`config.mk`:
```
export PLATFORM = sky130hd
export DESIGN_NAME = pipelined_signed_mac
export DESIGN_NICKNAME = d
export VERILOG_FILES = /design/src/rtl/pipelined_signed_mac.sv
export SDC_FILE = /design/constraint.sdc
export NUM_CORES = 1
export LEC_CHECK = 0
export BUFFER_PORTS_ARGS = -buffer_cell sky130_fd_sc_hd__buf_4
export CAP_MARGIN = 20
export CORE_MARGIN = 5
export CORE_UTILIZATION = 50
export DETAILED_ROUTE_END_ITERATION = 8
export PLACE_DENSITY = 0.68
export SLEW_MARGIN = 30
export SYNTH_ARGS = -nofsm -noshare
export SYNTH_HDL_FRONTEND = slang
export SYNTH_SLANG_ARGS = --single-unit
```
`constraint.sdc`:
```
create_clock -name clk -period 21 [get_ports clk]
set_input_delay 3.15 -clock clk [delete_from_list [all_inputs] [get_ports clk]]
set_output_delay 3.15 -clock clk [all_outputs]
set_load 0.05 [all_outputs]
```
`src/rtl/pipelined_signed_mac.sv`:
```
`default_nettype none
// ============================================================================
// Module   : pipelined_signed_mac
// Purpose  : Iterative signed multiply / multiply-accumulate. A WIDTH x WIDTH
//            signed product is built from LIMB x LIMB unsigned partial
//            products, one per clock, so a single small multiplier is used.
//            An optional accumulate mode adds into an ACC_WIDTH result with
//            optional saturation. WIDTH must be a multiple of LIMB and
//            ACC_WIDTH must be at least 2*WIDTH.
// Revision : 1.0 - initial release
// ============================================================================
module pipelined_signed_mac #(
  parameter int WIDTH     = 18,
  parameter int LIMB      = 9,
  parameter int ACC_WIDTH = 2*WIDTH+4,
  parameter bit SATURATE  = 1'b1
) (
  input  logic                 clk,
  input  logic                 reset,
  input  logic                 in_valid,
  input  logic                 acc_en,
  input  logic [WIDTH-1:0]     a,
  input  logic [WIDTH-1:0]     b,
  output logic [ACC_WIDTH-1:0] result,
  output logic                 out_valid,
  output logic                 busy
);

  localparam int N  = WIDTH / LIMB;
  localparam int IW = (N > 1) ? $clog2(N) : 1;
  localparam int PW = 2 * WIDTH;

  localparam logic [IW-1:0] LAST_IDX = IW'(N - 1);
  localparam logic [IW-1:0] ONE_IDX  = IW'(1);

  localparam logic [ACC_WIDTH-1:0] ACC_MAX = {1'b0, {(ACC_WIDTH-1){1'b1}}};
  localparam logic [ACC_WIDTH-1:0] ACC_MIN = {1'b1, {(ACC_WIDTH-1){1'b0}}};

  localparam logic [1:0] S_IDLE = 2'd0;
  localparam logic [1:0] S_MUL  = 2'd1;
  localparam logic [1:0] S_DONE = 2'd2;

  logic [1:0]       state;
  logic [1:0]       state_next;

  logic [WIDTH-1:0] a_q;
  logic [WIDTH-1:0] b_q;
  logic             acc_q;
  logic [PW-1:0]    psum;
  logic [IW-1:0]    idx_i;
  logic [IW-1:0]    idx_j;

  logic                   last_iter;
  logic [PW-1:0]          corr_sum;
  logic [PW-1:0]          preload;
  logic [LIMB-1:0]        a_limb;
  logic [LIMB-1:0]        b_limb;
  logic [2*LIMB-1:0]      limb_prod;
  logic [PW-1:0]          partial;
  logic signed [PW-1:0]   prod_s;
  logic signed [ACC_WIDTH-1:0] base_s;
  logic signed [ACC_WIDTH:0]   sum_s;
  logic                   overflow;
  logic [ACC_WIDTH-1:0]   next_result;

  assign last_iter = (idx_i == LAST_IDX) && (idx_j == LAST_IDX);

  // State register
  always_ff @(posedge clk or posedge reset) begin
    if (reset) state <= S_IDLE;
    else       state <= state_next;
  end

  // Next-state logic: accept -> N*N multiply steps -> one finish cycle
  always_comb begin
    state_next = state;
    case (state)
      S_IDLE:  if (in_valid)  state_next = S_MUL;
      S_MUL:   if (last_iter) state_next = S_DONE;
      S_DONE:  state_next = S_IDLE;
      default: state_next = S_IDLE;
    endcase
  end

  // FSM outputs: busy covers the whole operation up to the finishing edge
  always_comb begin
    busy = (state != S_IDLE);
  end

  // Sign correction: treating both operands as unsigned over-counts by
  // 2^WIDTH * (b<0 ? a_u : 0) + 2^WIDTH * (a<0 ? b_u : 0); preload its negation
  always_comb begin
    corr_sum = (b[WIDTH-1] ? PW'(a) : '0) + (a[WIDTH-1] ? PW'(b) : '0);
    preload  = PW'(0) - (corr_sum << WIDTH);
  end

  // One unsigned limb product per cycle, aligned to its (i+j) limb position
  always_comb begin
    a_limb    = a_q[idx_i*LIMB +: LIMB];
    b_limb    = b_q[idx_j*LIMB +: LIMB];
    limb_prod = (2*LIMB)'(a_limb) * (2*LIMB)'(b_limb);
    partial   = PW'(limb_prod) << (LIMB * (32'(idx_i) + 32'(idx_j)));
  end

  // Final sign-extend, optional accumulate at ACC_WIDTH+1 bits, clamp or wrap
  always_comb begin
    prod_s      = psum;
    base_s      = acc_q ? result : '0;
    sum_s       = (ACC_WIDTH+1)'(base_s) + (ACC_WIDTH+1)'(prod_s);
    overflow    = (sum_s[ACC_WIDTH] != sum_s[ACC_WIDTH-1]);
    next_result = sum_s[ACC_WIDTH-1:0];
    if (SATURATE && overflow) begin
      next_result = sum_s[ACC_WIDTH] ? ACC_MIN : ACC_MAX;
    end
  end

  // Datapath: operand capture, partial-sum iteration and result update
  always_ff @(posedge clk or posedge reset) begin
    if (reset) begin
      a_q       <= '0;
      b_q       <= '0;
      acc_q     <= 1'b0;
      psum      <= '0;
      idx_i     <= '0;
      idx_j     <= '0;
      result    <= '0;
      out_valid <= 1'b0;
    end else begin
      out_valid <= 1'b0;
      case (state)
        S_IDLE: begin
          if (in_valid) begin
            a_q   <= a;
            b_q   <= b;
            acc_q <= acc_en;
            psum  <= preload;
            idx_i <= '0;
            idx_j <= '0;
          end
        end
        S_MUL: begin
          psum <= psum + partial;
          if (idx_j == LAST_IDX) begin
            idx_j <= '0;
            idx_i <= idx_i + ONE_IDX;
          end else begin
            idx_j <= idx_j + ONE_IDX;
          end
        end
        S_DONE: begin
          result    <= next_result;
          out_valid <= 1'b1;
        end
        default: ;
      endcase
    end
  end

endmodule
`default_nettype wire

```
# After elaboration in Yosys (flattened, before gate mapping)
# Cells that the tools add are included.
[totals]
ff_bits = 118
inputBits = 40
output_inout_bits = 42
[classes]
n_addsub = 7
n_mul = 4
n_eq_ne = 6
n_shift = 3
muxes = 16
reduce_logical = 8
[ops]
columns = ["cell", "count"]
rows = [
  ["$mux W40", 3],
  ["$pmux W36 S2", 1],
  ["$add A40 B36 Y41", 1],
  ["$add A36 B36 Y36", 1],
  ["$mux W18", 2],
  ["$mux W36", 1],
  ["$shiftx A18 B6 Y9", 2],
  ["$shl A18 B6 Y36", 1],
  ["$sub A1 B36 Y36 const A", 1],
  ["$add A18 B18 Y18", 1],
  ["$mul A9 B9 Y18", 1],
  ["$mul A1 B4 Y5 const B", 2],
  ["$mul A4 B2 Y6 const A", 1],
  ["$ne A2 B2 Y1 const B", 3],
  ["$reduce_and A2 Y1", 3],
  ["$mux W1", 4],
  ["$mux W2", 2],
  ["$pmux W1 S2", 2],
  ["$pmux W2 S2", 1],
  ["$reduce_bool A2 Y1", 2],
  ["$reduce_and A3 Y1", 1],
  ["$add A1 B1 Y1 const B", 2],
  ["$add A1 B1 Y2", 1],
  ["$eq A2 B1 Y1 const B", 1],
  ["other kinds (4)", 4],
]

# Logic depth before layout (Yosys ltp)
[logic_depth]
word_depth = 6
ltp_mapped = 36
depth_no_buf = 35

# Least setup slack after synthesis
# Ideal clock, no wire load.
[synth_timing]
kind = "reg2reg"
startpoint = "register idx_i"
endpoint = "register psum[23] (netlist: prod_s[23])"
setup_ps = 130
arrival_ps = 7774
t_required_ps = 20870
setup_slack_ps = 13096
path_stages_with_launch = 36
path_buffers = 2
period_less_slack_ps = 7904
path_cell_list = "dfrtp_1 clkbuf_1 buf_1 mux2_2 nand2_1 fa_1 inv_1 fa_1 ha_1 inv_1 fa_1 inv_1 fa_1 a21o_1 a21oi_1 o21bai_1 a21oi_1 o21bai_1 a211o_1 a2111oi_0 nor3_1 xor2_1 mux2i_1 nor2_1 ha_1 nand2_1 nor3_1 a221o_1 a31oi_1 a21oi_1 o21ai_1 a21boi_1 or4_1 a31oi_1 xor2_1 o21ai_1"
[synth_via]
elab_chain_cells = 6
[synth_rtl]
columns = ["item", "line", "rtl"]
rows = [
  ["start: declaration", "50", "logic [IW-1:0] idx_i;"],
  ["start signal: assignment", "145", "idx_i <= idx_i + ONE_IDX;"],
  ["$mul A1 B4 Y5", "99", "a_limb = a_q[idx_i*LIMB +: LIMB];"],
  ["$shiftx A18 B6 Y9", "99", ""],
  ["$mul A9 B9 Y18", "101", "limb_prod = (2*LIMB)'(a_limb) * (2*LIMB)'(b_limb);"],
  ["$shl A18 B6 Y36 (*)", "102", "partial = PW'(limb_prod) << (LIMB * (32'(idx_i) + 32'(idx_j)));"],
  ["$add A36 B36 Y36 (*)", "142", "psum <= psum + partial;"],
  ["$pmux W36 S2 (*)", "130", "case (state)"],
  ["end signal: assignment", "136", "psum <= preload;"],
  ["end signal: assignment", "142", ""],
  ["end: declaration", "49", "logic [PW-1:0] psum;"],
]
# Mark *: on every way between the ends. The rest lies on a longest branch, timed or not.
# A chain may end at the register's enable or synchronous reset.

# Worst setup path after layout
# Ends and elaborated chain as after synthesis.

==> metrics <==
largest net degree at the start of global routing=77; Synth Cell Area=13300 µm²; initial antenna violation count=0; # diodes=0; post-CTS sizing=0; CP max stage cell=dfrtp_1; cells on worst reg2reg path=31; CTS tree=built; Setup WS post-layout=between 10 and 15 ns; I/O pin count=82; placed cell areas=14200 µm²; Final HPWL DP=between 20000 and 30000 µm; Critical Path Fanout Max=17; GP Congestion=between 0.9 and 1; Overflow after GRT=0; First-pass DRT Iterations=5; DRC=0; number of synthesized flops with an enable pin=0; worst r2r src=idx_i; hold depth=2; startpoint types=flip-flop; sum of negative setup slack=0 ns; Peak Freq=116 MHz; Setup crit end kind=flip-flop; Design Area, Final=14800 µm²; Area Overhead vs Synth=11.6%; vias per std cell=5.72; Top FF cell, synth=dfrtp_1; Worst path max stage delay=about 0.8 ns; die area=30000 µm²; register area=slightly below 3000 µm²; cts bufs inserted=17; Final Critical Period=8.66 ns; Layout Skew=0.0155 ns; Seq/Total Area, Yosys=22.2%; # rows=59; DR vias=11800; share of layout cells above drive strength 1=under 10%; RSZ-0062 raised after global routing=false; Synth async-reset ratio=100%; Post-DRT Antenna Nets=0; RR Endpoint=prod_s[23]; Worst Tran Pin Value=slightly below 1 ns; Hold Startpoint=a_q[17]; 1st-iter DRT viols=about 830; WP data required=between 20 and 25 ns; count of cell types in the netlist=80; Initial Util=around half; Max Cap Viol=0; WL/cell=17.7 µm; synthesized instance count=1673; fin nets=1942; vias in the first global route=11500; Yosys reg bits=approximately 120; die height=173 µm; crit path DAT=roughly 9.0 ns; Multi-input gate area=9720 µm²; global-route wire length before repair=59600 µm; Syn Nets=about 1900; Avg Cell Area, Syn=between 7 and 8 µm²; fillers=around 2500; CTS root buffer=clkbuf_16; final setup fails=0; clk buf depth=2; Post-CTS Hold Fix Bufs=0; Max H-tree Level=4; IO buf count=81; setup slack at placement=12.43 ns; Tot GR Track Use=between 20% and 30%; critical path's most frequent cell=fa_1; Final Cycle Share=41.2%; status=finished, final reports clean; CTS clk-pin slew, worst paths=0.06 ns; Final Util=a little under three fifths; final hold violation count=0; core area=26100 µm²; Hold/Removal Path Class=reg2reg; worst-skew pair later-pin latency=about 0.43 ns; Worst Hold End=a_q[17]; DRT Wirelength=36600 µm; Die Width=173 µm; Slew HR=34.7%; TritonCTS sink count=118; Final Max Tran Viols=0; flop2flop setup slack=12.34 ns; Post-CTS Setup Bufs=0; Syn. warnings=0; crit path kind=reg2reg
kinds of logic (layout without fill, tap and decap cells):
logic type / count (synthesis) / count (layout) / synth area share [%]
xor gates and xnor gates: 99 / 99 / 6.52
AOI/OAI and AO/OA: 408 / 408 / 19.3
adders and majority gates: 196 / 196 / 21.3
buffers and inverters: 169 / 226 / 4.88
muxes: 30 / 30 / 2.34
DFF: 118 / 118 / 22.2
and+or+nand+nor: 653 / 653 / 23.4
per-layer routing:
layer / part of all wire [%] / global-route usage [%] / vias to the layer above
met1: 47 / 32.6 / 5618
li1: - / - / 5866
met4: 2.9 / 7.68 / 0
met5: 0 / 0 / -
met3: 3.7 / 3.06 / 57
met2: 47 / 40.2 / 263
cell usage in the layout (no fill, tap or decap), drive strengths merged, types with 7 or more instances in the layout:
cell type,Yosys,layout
nand2,241,241
nor2,141,141
o21ai,135,135
ha,132,132
dfrtp,118,118
inv,105,110
a21oi,106,106
and2,89,89
buf,18,88
xnor2,55,55
fa,53,53
xor2,44,44
nand3,43,43
a21o,39,39
nor3,28,28
nand2b,28,28
mux2i,21,21
clkbuf,45,19
nor2b,18,18
a31oi,16,16
a211oi,15,15
o21bai,14,14
o22ai,14,14
or3,11,11
nand4,11,11
maj3,11,11
o21a,10,10
or2,10,10
o211ai,9,9
mux2,9,9
and3,7,7
o31ai,7,7
flip-flops by register name (all words and copies together), names as in the netlist:
signal     count
result        40
prod_s        36
a_q           18
b_q           18
state          2
acc_q          1
idx_i          1
idx_j          1
out_valid      1
cell usage after synthesis, types with 9 or more instances:
cell type	number	area (µm²)
o211ai_1	9	67.6
o21ai_1	57	285
dfrtp_1	118	2950
fa_1	53	1060
nand2_1	241	905
nor2b_1	18	113
xor2_1	44	385
mux2i_1	21	210
o21a_1	10	75.1
nor2_1	141	529
and2_1	89	557
o21ai_0	76	380
a21o_1	39	293
nand2b_1	28	175
xnor2_1	55	482
ha_1	132	1650
a211oi_1	14	105
nand4_1	11	68.8
inv_1	105	394
maj3_2	11	124
buf_2	9	45.0
o22ai_1	14	87.6
clkbuf_1	45	169
nor3_1	27	135
or3_1	11	68.8
a31oi_1	15	93.8
o21bai_1	14	105
a21oi_1	105	526
nand3_1	42	210
mux2_2	9	101
cell type report:
cell class	instances	share of cell area, %
Clock buffer	19	3.05
Clock inverter	13	1.62
Sequential cell	118	19.9
Timing Repair Buffer	88	4.47
Multi-Input combinational cell	1386	65.5
Inverter	106	2.70
Tap cell	335	2.82
worst max path at each step:
stage	to	startpoint
6_report	prod_s[23]	idx_i
5_1_grt	prod_s[23]	idx_i
4_1_cts	prod_s[23]	idx_i
3_5_place_dp	prod_s[23]	idx_i
3_3_place_gp	prod_s[23]	idx_i
2_1_floorplan	prod_s[23]	idx_i
through the flow:
stage | hold WS [ns] | std cells
after floorplan | 0.440 | 1673
after global placement | 0.460 | 2033
after detailed placement | 0.470 | 2033
after CTS | 0.484 | 2065
after global routing | 0.513 | 2065
final | 0.486 | 2065
critical path: cells and delay by family (launching register included):
family / cells / cell delay [ns]
flip-flops: 1 / 0.82
multiplexers: 2 / 0.83
AO/OA/AOI/OAI: 13 / 2.65
buffers and inverters: 2 / 0.09
AND/OR/NAND/NOR: 6 / 0.99
XOR/XNOR: 2 / 0.34
adder cells (fa/ha/maj): 6 / 2.79
Power is not shown: default switching activity piles up to over one toggle a cycle in this logic, so the estimate is an artifact.
